===== src/rtl/segment_scan_decoder.sv =====
// segment_scan_decoder
//   Snoops a multiplexed 7-segment display bus. It decodes the settled segment pattern of each
//   scanned digit back to BCD. A value is published per digit once it has been captured
//   STABLE_CNT times in a row.
// Ports
//   clk           rising-edge system clock
//   rst_n         synchronous active-low reset
//   seg_in        segment lines {g,f,e,d,c,b,a}, active-high
//   dig_sel       digit enables, active-high, expected one-hot or zero
//   digits_out    published values, digit i at [4i+3:4i]
//   valid_out     bit i set once digit i has been published since reset
//   update_pulse  1-cycle pulse when a published value is written
//   pattern_err   1-cycle pulse on a capture of an undecodable pattern
//   onehot_err    high while the staged dig_sel has more than one bit set
module segment_scan_decoder #(
  parameter int unsigned NUM_DIGITS = 4,
  parameter int unsigned STABLE_CNT = 3
) (
  input  logic                    clk,
  input  logic                    rst_n,
  input  logic [6:0]              seg_in,
  input  logic [NUM_DIGITS-1:0]   dig_sel,
  output logic [4*NUM_DIGITS-1:0] digits_out,
  output logic [NUM_DIGITS-1:0]   valid_out,
  output logic                    update_pulse,
  output logic                    pattern_err,
  output logic                    onehot_err
);

  localparam logic [3:0]            StableCnt = 4'(STABLE_CNT);
  localparam logic [NUM_DIGITS-1:0] SelOne    = NUM_DIGITS'(1);

  logic [6:0]            s1_seg, s2_seg;
  logic [NUM_DIGITS-1:0] s1_sel, s2_sel;
  logic [3:0]            cand_q [NUM_DIGITS];
  logic [3:0]            cnt_q  [NUM_DIGITS];

  logic                  sel_multi;
  logic                  capture;
  logic [3:0]            dec_val;
  logic                  dec_bad;
  logic [3:0]            cnt_new [NUM_DIGITS];
  logic [NUM_DIGITS-1:0] publish;

  // Clearing the lowest set bit leaves something only when two or more bits are set.
  always_comb begin
    sel_multi = |(s2_sel & (s2_sel - SelOne));
    // A change of select between the stages marks the last cycle of a scan interval, where
    // the segments have had the whole interval to settle.
    capture   = (s2_sel != '0) && !sel_multi && (s1_sel != s2_sel);
  end

  always_comb begin
    dec_bad = 1'b0;
    case (s2_seg)
      7'h3f:   dec_val = 4'd0;
      7'h06:   dec_val = 4'd1;
      7'h5b:   dec_val = 4'd2;
      7'h4f:   dec_val = 4'd3;
      7'h66:   dec_val = 4'd4;
      7'h6d:   dec_val = 4'd5;
      7'h7d:   dec_val = 4'd6;
      7'h07:   dec_val = 4'd7;
      7'h7f:   dec_val = 4'd8;
      7'h6f:   dec_val = 4'd9;
      7'h00:   dec_val = 4'hF;
      default: begin
        dec_val = 4'hE;
        dec_bad = 1'b1;
      end
    endcase
  end

  // Debounce next-state for every digit; only the one selected in s2 is committed.
  always_comb begin
    publish = '0;
    for (int i = 0; i < NUM_DIGITS; i++) begin
      if (dec_val == cand_q[i]) begin
        cnt_new[i] = (cnt_q[i] == StableCnt) ? cnt_q[i] : cnt_q[i] + 4'd1;
      end else begin
        cnt_new[i] = 4'd1;
      end
      publish[i] = capture && s2_sel[i] && (cnt_new[i] == StableCnt) &&
                   ((dec_val != digits_out[4*i +: 4]) || !valid_out[i]);
    end
  end

  always_ff @(posedge clk) begin
    if (!rst_n) begin
      s1_seg       <= '0;
      s1_sel       <= '0;
      s2_seg       <= '0;
      s2_sel       <= '0;
      digits_out   <= '1;
      valid_out    <= '0;
      update_pulse <= 1'b0;
      pattern_err  <= 1'b0;
      onehot_err   <= 1'b0;
      for (int i = 0; i < NUM_DIGITS; i++) begin
        cand_q[i] <= 4'hF;
        cnt_q[i]  <= 4'd0;
      end
    end else begin
      s1_seg       <= seg_in;
      s1_sel       <= dig_sel;
      s2_seg       <= s1_seg;
      s2_sel       <= s1_sel;
      onehot_err   <= sel_multi;
      pattern_err  <= capture && dec_bad;
      update_pulse <= |publish;
      for (int i = 0; i < NUM_DIGITS; i++) begin
        if (capture && s2_sel[i]) begin
          cand_q[i] <= dec_val;
          cnt_q[i]  <= cnt_new[i];
          if (publish[i]) begin
            digits_out[4*i +: 4] <= dec_val;
            valid_out[i]         <= 1'b1;
          end
        end
      end
    end
  end

endmodule


===== config.mk =====
export PLATFORM = sky130hd
export DESIGN_NAME = segment_scan_decoder
export DESIGN_NICKNAME = d
export VERILOG_FILES = /design/src/rtl/segment_scan_decoder.sv
export SDC_FILE = /design/constraint.sdc
export NUM_CORES = 1
export LEC_CHECK = 0
export ABC_CLOCK_PERIOD_IN_PS = 3800
export BUFFER_PORTS_ARGS = -buffer_cell sky130_fd_sc_hd__buf_2
export CORE_ASPECT_RATIO = 0.8
export CORE_MARGIN = 1.5
export CORE_UTILIZATION = 45
export DETAILED_ROUTE_END_ITERATION = 10
export MAX_ROUTING_LAYER = met4
export PLACE_DENSITY = 0.64
export SLEW_MARGIN = 20
export SYNTH_ARGS = -nofsm -noshare
export SYNTH_HDL_FRONTEND = slang
export SYNTH_SLANG_ARGS = --single-unit

===== constraint.sdc =====
create_clock -name clk -period 3.8 [get_ports clk]
set_input_delay 0.76 -clock clk [delete_from_list [all_inputs] [get_ports clk]]
set_output_delay 0.76 -clock clk [all_outputs]
set_load 0.01 [all_outputs]

==> impl_metrics.py <==
metrics = {
    "outcome": {
        "outcome": "complete, no violations",
    },
    "placement": {
        "gp_congestion": 0.789,
        "dp_cells": 510,
        "post_dp_cell_area_um2": 4050,
        "io_buffers": 35,
        "place_worst_setup_slack_ns": 0.534,
        "dp_hpwl_mm": 5.56,
    },
    "die": {
        "start_util_pct": 46.8,
        "die_h_um": 84.6,
        "die_x_um": 105,
        "ios": 36,
        "fp-row-count": 29,
        "die_area_um2": 8890,
        "coreArea_um2": 8020,
    },
    "synth": {
        "synth_ff_type": "dfxtp_1",
        "yosysUniqueCellTypes": 47,
        "ys_ff_latch": 77,
        "synthCells": 374,
        "ys_seq_area_share_pct": 49.6,
        "synth_edf_count": 32,
        "synth_nets": 391,
        "syn_avg_cell_area_um2": 10.0,
        "syn-cell-area_um2": 3750,
        "synth_warnings": 0,
        "async_reset_ff_share_pct": 0,
    },
    "worst_setup_path": {
        "cp_max_fo": 11,
        "max_stage_delay_ns": 0.65,
        "cp_cell_sequence": "or4b_1 -> a21oi_4 -> nor3_2 -> a211oi_4 -> xnor2_1 -> nor4_4 -> mux2i_1 -> nand2_1",
        "worstPathArrival_ns": 3.48,
        "worst_setup_path_end_kind": "flop",
        "critical_path.startpoint_type": "flop",
        "crit_path_top_delay_cell": "a211oi_4",
        "crit_type": "reg -> reg",
        "required_ns": 4.04,
    },
    "clocking": {
        "clockRootBuffer": "clkbuf_8",
        "post_cts_buffers": 0,
        "clockBufferDepth": 2,
        "holdBufCountCts": 0,
        "cts_tree": "built",
        "cts_made_buffers": 9,
        "cts_resized": 0,
        "cts_sinks": 77,
        "path_clk_slew_ns": 0.08,
        "clock_latency_ns": 0.34,
        "cts_max_level": 3,
    },
    "cells_and_area": {
        "layout_common_cells": "51 x nand2_1, 45 x dfxtp_1, 35 x buf_2",
        "drive_gt1_share_pct": 15.8,
        "antenna_cells": 0,
        "final_common_cell": "nand2_1",
        "fillerInstances": 715,
        "final_util_pct": 52.7,
        "fin_cells": 526,
        "design_area_um2": 4230,
        "syn_to_final_growth_pct": 12.7,
        "nets": 430,
    },
    "sta": {
        "finalClockSkew_ns": 0.0102,
        "setup_violations": 0,
        "setup_tns_ns": 0,
        "fin_crit_ns": 3.25,
        "period_share_pct": 85.4,
        "setup_slack_ns": 0.555,
        "slew_headroom_pct": 54.7,
        "worstMarginPinSlew_ns": 0.675,
        "drv_slew": 0,
        "max_freq_mhz": 308,
        "hold_viol_final": 0,
        "rsz0062_at_grt": "no",
    },
    "power": {
        "p_int_mw": 1.22,
        "switching_share_pct": 25.1,
        "power_frac_comb_pct": 10.6,
        "power.leakage_nw": 1.44,
        "power_density_nw_per_um2": 384,
        "pwr-share-clk_pct": 34.0,
        "p_sw_mw": 0.407,
        "seq_power_share_pct": 55.5,
        "ir_drop_v": 0.000255,
    },
    "global_routing": {
        "grt_pass1_vias": 2649,
        "grt_use_total_pct": 18.8,
        "grt_first_pass_wirelength_mm": 12.9,
        "antenna_found_initial": 0,
        "overflow": 0,
        "grt_max_degree": 30,
    },
    "drt": {
        "vias": 2742,
        "ant_nets": 0,
        "drtPass1Iterations": 4,
        "drc": 0,
        "dr.first_iter.drc_count": 157,
        "viasPerCell": 5.21,
        "wl_mm": 7.60,
        "wl_per_cell_um": 14.4,
    },
    "run": {
        "cap_violations": 0,
    },
    "hold_path": {
        "holdCritPathClass": "reg -> reg",
    },
}
## metrics by stage
stage	power (mW)	hold WS [ns]
floorplan	1.05	0.412
global placement	1.09	0.420
detailed placement	1.09	0.422
CTS	1.65	0.437
global route	1.70	0.460
finish	1.62	0.429
## kinds of logic (layout without fill, tap and decap cells)
group           count (synthesis)  count (layout)  share of synthesized area, %
simple gates                  166             166                          24.3
fa+ha+maj                       5               5                          1.60
mux                            13              13                          3.50
xor+xnor                       41              41                          9.58
flops                          77              77                          49.6
buf+inv                        21              65                          2.17
compound gates                 51              51                          9.24
## final timing paths
path                                 from              to  slack [ns]  cells after the start
worst max-delay path            s2_seg[3]  digits_out[15]        0.55                      8
worst min-delay path            s1_seg[6]       s2_seg[6]        0.43                      1
worst max register to register  s2_seg[3]  digits_out[15]        0.55                      8
worst min register to register  s1_seg[6]       s2_seg[6]        0.43                      1
## registers in the layout, summed over array words and instances (netlist names)
name and count:
cand_q 16, cnt_q 16, digits_out 16, s1_seg 7, s2_seg 7, s1_sel 4
s2_sel 4, valid_out 4, onehot_err 1, pattern_err 1, update_pulse 1
## layout make-up
| cell class | count | area (µm²) | share of cell area [%] |
|---|---|---|---|
| timing repair buffer | 40 | 213 | 5.03 |
| inverter | 9 | 33.8 | 0.799 |
| sequential | 77 | 1860 | 44.0 |
| clock buffer | 12 | 155 | 3.67 |
| multi-input combinational | 276 | 1810 | 42.7 |
| tap | 108 | 135 | 3.20 |
| clock inverter | 4 | 21.3 | 0.503 |
## Yosys cell counts, types with 2 or more instances
master    number  area [µm²]
nand2_1       51         191
dfxtp_1       45         901
edfxtp_1      32         961
nor2_1        25        93.8
xnor2_1       24         210
and2_1        22         138
xor2_1        17         149
a21oi_1       14        70.1
o21ai_0       14        70.1
mux2i_1       12         120
nand3_1       12        60.1
clkbuf_1      10        37.5
inv_1          9        33.8
nor3_1         9        45.0
nand2b_1       8        50.1
nand4b_1       8        70.1
nand3b_1       6        45.0
nand4_1        5        31.3
o211ai_1       5        37.5
ha_1           4        50.1
or3_1          4        25.0
a21boi_0       3        22.5
nor3b_1        3        22.5
a211o_1        2        17.5
a211oi_1       2        15.0
a211oi_4       2        40.0
a31oi_1        2        12.5
and3_1         2        12.5
buf_2          2        10.0
nor4_1         2        12.5
nor4_4         2        42.5
## power groups by stage
stage,Sequential [mW],Clock (mW),Combinational [mW]
final,0.902,0.552,0.172
after CTS,0.901,0.573,0.173
after global placement,0.919,0,0.170
after floorplan,0.913,0,0.134
after detailed placement,0.920,0,0.172
after global routing,0.905,0.604,0.190
## per-layer routing
| layer | vias up | global-route usage (%) | share of wire [%] | wire [µm] |
|---|---|---|---|---|
| li1 | 1393 | - | - | - |
| met1 | 1301 | 25.4 | 51 | 3850 |
| met2 | 43 | 28.6 | 46 | 3480 |
| met3 | 5 | 4.66 | 3.0 | 228 |
| met4 | 0 | 4.11 | 0.58 | 44 |
| met5 | - | - | 0 | 0 |
## critical path, delay by kind of cell (launching register included)
kind            cells  cell delay [ns]
mux                 1             0.25
compound gates      2             0.89
flops               1             0.38
simple gates        4             1.37
xor+xnor            1             0.24
No activity file was read; power rests on OpenSTA's default activity.
